===== config.mk =====
export PLATFORM = sky130hd
export DESIGN_NAME = atmega_tim_prescaler
export DESIGN_NICKNAME = d
export VERILOG_FILES = /design/src/rtl/atmega_tim_prescaler.sv
export SDC_FILE = /design/constraint.sdc
export NUM_CORES = 1
export LEC_CHECK = 0
export BUFFER_PORTS_ARGS = -buffer_cell sky130_fd_sc_hd__buf_2
export CAP_MARGIN = 25
export CORE_MARGIN = 2
export CORE_UTILIZATION = 40
export CTS_CLUSTER_DIAMETER = 120
export CTS_CLUSTER_SIZE = 12
export DETAILED_ROUTE_END_ITERATION = 16
export PLACE_DENSITY = 0.79
export SYNTH_ARGS = -nofsm -noshare
export SYNTH_HDL_FRONTEND = slang
export SYNTH_SLANG_ARGS = --single-unit

===== constraint.sdc =====
create_clock -name clk -period 1.5 [get_ports clk]
set_input_delay 0.075 -clock clk [delete_from_list [all_inputs] [get_ports clk]]
set_output_delay 0.075 -clock clk [all_outputs]
set_load 0.05 [all_outputs]

===== src/rtl/atmega_tim_prescaler.sv =====
// Shared timer prescaler and GTCCR controller.
// A free-running 10-bit counter supplies the clk8/64/256/1024 square waves
// that every timer edge-detects. GTCCR.TSM/PSRSYNC reset and hold the counter,
// debug halt freezes it, and the external T pin is synchronised into
// level and edge strobes for the external clock sources.
module atmega_tim_prescaler #(
    parameter int BUS_ADDR_DATA_LEN = 8,
    parameter logic [BUS_ADDR_DATA_LEN-1:0] GTCCR_ADDR = 'h43
) (
    input  logic                         clk,
    input  logic                         rst,
    input  logic                         halt,
    input  logic [BUS_ADDR_DATA_LEN-1:0] addr,
    input  logic                         wr,
    input  logic                         rd,
    input  logic [7:0]                   bus_in,
    output logic [7:0]                   bus_out,
    output logic                         clk8,
    output logic                         clk64,
    output logic                         clk256,
    output logic                         clk1024,
    input  logic                         t,
    output logic                         t_sync,
    output logic                         t_rise,
    output logic                         t_fall
);

    logic [9:0] cnt;
    logic       tsm;
    logic       psrsync;
    logic       gtccr_sel;
    logic       gtccr_wr;
    logic       t_m;
    logic       t_prev;

    assign gtccr_sel = (addr == GTCCR_ADDR);
    assign gtccr_wr  = wr & gtccr_sel;

    // GTCCR bits: a write always wins; otherwise PSRSYNC self-clears unless TSM holds it.
    always_ff @(posedge clk or posedge rst) begin
        if (rst) begin
            tsm     <= 1'b0;
            psrsync <= 1'b0;
        end else if (gtccr_wr) begin
            tsm     <= bus_in[7];
            psrsync <= bus_in[0];
        end else if (psrsync && !tsm) begin
            psrsync <= 1'b0;
        end
    end

    // Prescaler counter: write-reset, then PSRSYNC hold, then halt freeze, else count (wraps at 10 bits).
    always_ff @(posedge clk or posedge rst) begin
        if (rst) begin
            cnt <= '0;
        end else if (gtccr_wr && bus_in[0]) begin
            cnt <= '0;
        end else if (psrsync) begin
            cnt <= '0;
        end else if (!halt) begin
            cnt <= cnt + 10'd1;
        end
    end

    // T pin: two-flop synchroniser plus one history flop for edge detection.
    always_ff @(posedge clk or posedge rst) begin
        if (rst) begin
            t_m    <= 1'b0;
            t_sync <= 1'b0;
            t_prev <= 1'b0;
        end else begin
            t_m    <= t;
            t_sync <= t_m;
            t_prev <= t_sync;
        end
    end

    assign t_rise = t_sync & ~t_prev;
    assign t_fall = ~t_sync & t_prev;

    // Prescaler taps come straight from counter flops, so they are glitch-free.
    assign clk8    = cnt[2];
    assign clk64   = cnt[5];
    assign clk256  = cnt[7];
    assign clk1024 = cnt[9];

    // Combinational register read; unselected reads return zero.
    always_comb begin
        bus_out = 8'h00;
        if (rd && gtccr_sel) begin
            bus_out = {tsm, 6'b000000, psrsync};
        end
    end

endmodule


==> run metrics, run 1 <==
status finished clean; number of global-route vias before repair ~490; Hold Crit Depth 2; Max clock buf depth 2; clk slew on worst S/H paths roughly 0.090 ns; synth unique cells 29; chip height approximately 48 um; worst path arrival time 1.63 ns; H-Tree Depth 1; CTS tree yes; Worst path slowest cell or4_1; TritonCTS buffer count 3; MaxCap Viol Count 0; Vias 624; DRC Markers 0; Seq cells post-synth 15; largest net degree at the start of global routing 16; I/O Buffers 24; starting density of the core 43.6%; worst-skew pair later-pin latency about 0.28 ns; DIE WIDTH between 40 and 50 um; top-level I/O count 37; FMAX slightly above 700 MHz; sequence of cells on the critical path ha_1 > nand2b_1 > or4_1 > a21oi_1; CTS resizes 0; Crit Path Class reg2reg; synthesized area between 700 and 800 sq um; Detail Route Antenna Nets 0; Worst Min Path Start bus_in[7]; Yosys warning count 0; filler cell count in the final layout about 170; clock sink count 15; post-detail-place hpwl approximately 1100 um; initial antenna violation count 0; Slew HR 64.4%; highest cell delay on the worst timing path 0.51 ns; Slew @ Worst Pin between 0.5 and 0.6 ns; RR Endpoint cnt[8]$_DFFE_PP0P_; Routed WL around 1400 um; Seq/Total Area, Yosys between 40% and 50%; Max VDD drop roughly 0.86 mV; Hold Crit Endpoint tsm$_DFFE_PP0P_; setup violators final 0; Lkg Pwr 0.480 nW; total congestion overflow 0; Max FO, Critical Path 5; die area 0.00231 sq mm; # nets final 127; routability cong. between 0.6 and 0.7; clk_skew roughly 0.0012 ns; crit end category flip-flop; share of layout cells above drive strength 1 36.9%; worst r2r src cnt[1]$_DFFE_PP0P_; GRT Total Usage between 10% and 20%; area delta synth->final 23.5%; reg2reg setup slack ~0.084 ns; Final Cycle Share a little over nine tenths; Required @ worst endpoint approximately 1.7 ns; Core Util, Final between 50% and 60%; Avg Cell Area, Syn approximately 11 sq um; Site Rows 15; Detailed Routing Iterations Pass 1 4; Setup crit start kind flip-flop; Reg2Reg Depth 4; Antenna diodes 0; Synth Instances 73; Core Area 0.00178 sq mm; final cell count without fillers 128; Initial DRC Count 13; Fin. Hold Viols 0; Min Clock Period, post-route ~1.4 ns; global-route wire length before repair just under 2000 um; HP Class in2reg; clock root cell clkbuf_4; via/cell ratio around 5; Cell Pwr Density between 1000 and 1500 mW/mm^2; Slew Limit Fails 0; WL/cell between 10 and 15 um; placed cell count 121
registers in the layout, summed over array words and instances (netlist names):
| name | cells |
|---|---|
| cnt | 10 |
| psrsync | 1 |
| t_m | 1 |
| t_prev | 1 |
| t_sync | 1 |
| tsm | 1 |
layer usage:
| layer | vias to the layer above | part of all wire, % | track usage (%) |
|---|---|---|---|
| li1 | 314 | - | - |
| met1 | 279 | 45 | 15.2 |
| met2 | 29 | 46 | 21.9 |
| met3 | 2 | 8.4 | 3.40 |
| met4 | 0 | 0.73 | 4.86 |
| met5 | - | 0 | 0 |
per-stage QoR:
stage / cell area, sq um / power (mW) / setup TNS [ns] / hold WS, ns / setup slack (ns)
floorplan: 798 / 0.928 / 0 / -0.0237 / 0.00787
global placement: 905 / 1.01 / 0 / 0.145 / 0.113
detailed placement: 905 / 1.03 / 0 / 0.149 / 0.0764
CTS: 952 / 1.26 / 0 / 0.0289 / 0.0595
global route: 960 / 1.36 / -0.00334 / 0.0297 / -0.00334
finish: 960 / 1.27 / 0 / 0.0279 / 0.0840
what timing repair did:
item                                    in CTS  in global routing
buffers inserted                             0                  1
endpoints found under the setup margin       0                  2
hold endpoints to repair                    16                  0
hold buffers                                 2                  0
report_power, final:
part	switching [mW]	internal (mW)	total, mW
Clock	0.127	0.0990	0.226
Combinational	0.270	0.149	0.419
Sequential	0.130	0.500	0.629
Total	0.526	0.748	1.27
final cells by class:
| type | instances | area [sq um] | share of cell area, % |
|---|---|---|---|
| Multi-Input combinational cell | 54 | 360 | 37.5 |
| Sequential cell | 15 | 378 | 39.4 |
| Clock buffer | 3 | 22.5 | 2.35 |
| Clock inverter | 1 | 5.00 | 0.522 |
| Timing Repair Buffer | 28 | 155 | 16.2 |
| Tap cell | 25 | 31.3 | 3.26 |
| Inverter | 2 | 7.51 | 0.782 |
cell usage in the layout (no fill, tap or decap), drive strengths merged, types with 2 or more instances in the layout:
cell type / count
conb: 6
clkbuf: 3
xor2: 3
nand4b: 2
or3: 4
buf: 26
mux2i: 2
nor2b: 2
and3: 2
o31ai: 2
a21oi: 6
nand3: 2
o21ai: 4
or4: 2
inv: 2
nor2: 4
dfrtp: 15
dlygate4sd3: 2
nand2: 4
synth_stat cells, drive strengths merged:
library cell	instances	share of area, %
a21oi	6	4.3
a41o	1	1.3
and2	1	0.81
and3	2	1.6
buf	7	6.8
conb	1	0.48
dfrtp	15	48
ha	1	1.6
inv	2	0.97
mux2	1	1.4
mux2i	2	2.6
nand2	4	1.9
nand2b	1	0.81
nand3	2	1.3
nand3b	1	0.97
nand4	1	2.7
nand4b	2	2.3
nor2	4	1.9
nor2b	2	1.6
nor4b	1	1.1
nor4bb	1	1.3
o21ai	4	2.6
o31ai	2	1.9
or3	4	3.5
or4	2	2.4
xor2	3	3.4
cell families after synthesis:
group,synth area share [%]
muxes,4.03
buffers and inverters,7.73
xor gates and xnor gates,3.38
adders and majority gates,1.61
DFF,48.3
other,0.483
AOI/OAI and AO/OA,10.1
and+or+nand+nor,24.3
how the worst max path moves through the flow:
| stage | from | end | slack [ns] | cells after the start |
|---|---|---|---|---|
| after floorplan | t_sync$_DFF_PP0_ | t_rise | 0.008 | 1 |
| after global placement | cnt[0]$_DFFE_PP0P_ | cnt[8]$_DFFE_PP0P_ | 0.11 | 4 |
| after detailed placement | cnt[0]$_DFFE_PP0P_ | cnt[8]$_DFFE_PP0P_ | 0.08 | 4 |
| after CTS | cnt[0]$_DFFE_PP0P_ | cnt[8]$_DFFE_PP0P_ | 0.06 | 4 |
| after global routing | cnt[0]$_DFFE_PP0P_ | cnt[8]$_DFFE_PP0P_ | -0.003 | 4 |
| final | cnt[1]$_DFFE_PP0P_ | cnt[8]$_DFFE_PP0P_ | 0.08 | 4 |
critical path, delay by kind of cell (launching register included):
| kind | cells | cell delay, ns |
|---|---|---|
| and+or+nand+nor | 2 | 0.61 |
| DFF | 1 | 0.41 |
| adders and majority gates | 1 | 0.16 |
| AOI/OAI and AO/OA | 1 | 0.15 |
Power figures use the tool's default switching activity.
==> run 2: changes to the inputs <==
SETUP_SLACK_MARGIN = 0.1   (was not set)
==> run 2 against run 1 <==
Against the previous run:
- core utilization is 2.7 points higher
- cell area is 5.0% higher
- final cell count is 1.6% higher
- clock skew is 0.0035 ns higher
- routed wire length is 1.8% higher
- sequential cell count stayed put
- critical endpoint unchanged
==> run metrics, run 2 (synthesized netlist as in run 1, its figures left out) <==
Max VDD drop 0.928 mV; chip height ~48 um; via/cell ratio between 4 and 5; filler cell count in the final layout approximately 160; Worst Min Path Start bus_in[7]; setup TNS 0 ns; Cell Pwr Density between 1000 and 1500 mW/mm^2; setup violators final 0; post-detail-place hpwl 1040 um; GRT Total Usage about 13%; HP Class in2reg; Final Cell Area slightly above 0.001 sq mm; DRC Markers 0; crit end category flip-flop; final cell count without fillers 130; worst-skew pair later-pin latency around 0.28 ns; worst path arrival time 1.57 ns; area delta synth->final 29.6%; Core Area between 0.0015 and 0.002 sq mm; Post-Place Cell Area ~910 sq um; total congestion overflow 0; Vias approximately 630; most common cell after layout, fill and taps aside buf_2; reg2reg setup slack 0.14 ns; Initial DRC Count 9; share of layout cells above drive strength 1 43.8%; Slew Limit Fails 0; Final Cycle Share between 90 and 100%; Core Util, Final a little under three fifths; Lkg Pwr about 0.49 nW; Crit Path Class reg2reg; Antenna diodes 0; FMAX between 700 and 800 MHz; Biggest register cnt; status finished clean; Detailed Routing Iterations Pass 1 2; Hold Crit Endpoint tsm$_DFFE_PP0P_; clk_skew approximately 0.0047 ns; TritonCTS buffer count 3; WL/cell between 10 and 15 um; I/O Buffers 24; max reg flops 10; hold slack between 0.03 and 0.04 ns; Routed WL around 1400 um; Fin. Hold Viols 0; crit path launch cnt[1]$_DFFE_PP0P_; H-Tree Depth 1; CTS tree yes; most frequent cells in the layout buf_2, dfrtp_1, conb_1; DIE WIDTH between 40 and 50 um; Detail Route Antenna Nets 0; clock root cell clkbuf_4; starting density of the core 43.6%; Reg2Reg Depth 4; RSZ-0062 raised after global routing true; top-level I/O count 37; RR Endpoint cnt[8]$_DFFE_PP0P_; Slew @ Worst Pin roughly 0.57 ns; Max FO, Critical Path 7; clk slew on worst S/H paths ~0.09 ns; number of global-route vias before repair 529; largest net degree at the start of global routing 16; Min Clock Period, post-route 1.36 ns; Setup crit start kind flip-flop; Slew HR 61.9%; MaxCap Viol Count 0; clock sink count 15; worst r2r src cnt[1]$_DFFE_PP0P_; Max clock buf depth 2; routability cong. 0.767; initial antenna violation count 0; Hold Crit Depth 2; global-route wire length before repair a little over 2000 um; die area between 0.002 and 0.0025 sq mm; Site Rows 15; # nets final between 100 and 150; Required @ worst endpoint between 1.5 and 2 ns; placed cell count 121
==> run 2: what timing repair did <==
action	CTS	global route
resized for setup	2	4
setup buffers	2	1
endpoints found under the setup margin	2	2
hold endpoints to repair	16	0
hold buffers	2	0
==> run 2: worst max-delay path by stage <==
stage                                     to  slack [ns]
after floorplan           cnt[9]$_DFFE_PP0P_        0.05
after global placement    cnt[8]$_DFFE_PP0P_        0.10
after detailed placement  cnt[8]$_DFFE_PP0P_        0.05
after CTS                 cnt[8]$_DFFE_PP0P_        0.10
after global routing      cnt[8]$_DFFE_PP0P_         0.1
final                     cnt[8]$_DFFE_PP0P_        0.14
==> run 2: layout make-up <==
| type | count | area, sq um | area share (%) |
|---|---|---|---|
| Tap cell | 25 | 31.3 | 3.11 |
| Inverter | 2 | 7.51 | 0.745 |
| Sequential cell | 15 | 379 | 37.6 |
| Timing Repair Buffer | 30 | 170 | 16.9 |
| Clock buffer | 4 | 26.3 | 2.61 |
| Multi-Input combinational cell | 54 | 393 | 39.0 |
==> run 2: layer usage <==
metal	global-route usage, %	share of wire [%]
met1	15.5	47
met4	6.49	0.72
met3	2.26	7.6
met2	21.6	44
met5	0	0
==> run 2: worst max-delay path: stages (launching register included) <==
cell	delay (ns)
dfrtp_1	0.42
ha_4	0.16
nand2b_4	0.07
or4_4	0.51
a21oi_2	0.12
==> run 2: stage by stage <==
stage | setup slack, ns | total power, mW
global placement | 0.100 | 1.02
CTS | 0.104 | 1.34
finish | 0.136 | 1.37
detailed placement | 0.0530 | 1.05
floorplan | 0.0494 | 0.930
global route | 0.0970 | 1.47
==> run 2: power by group <==
part / internal (mW) / switching (mW) / leakage [nW]
registers: 0.503 / 0.130 / 0.188
clock network: 0.103 / 0.125 / 0.0150
logic: 0.217 / 0.297 / 0.291
total: 0.822 / 0.552 / 0.494
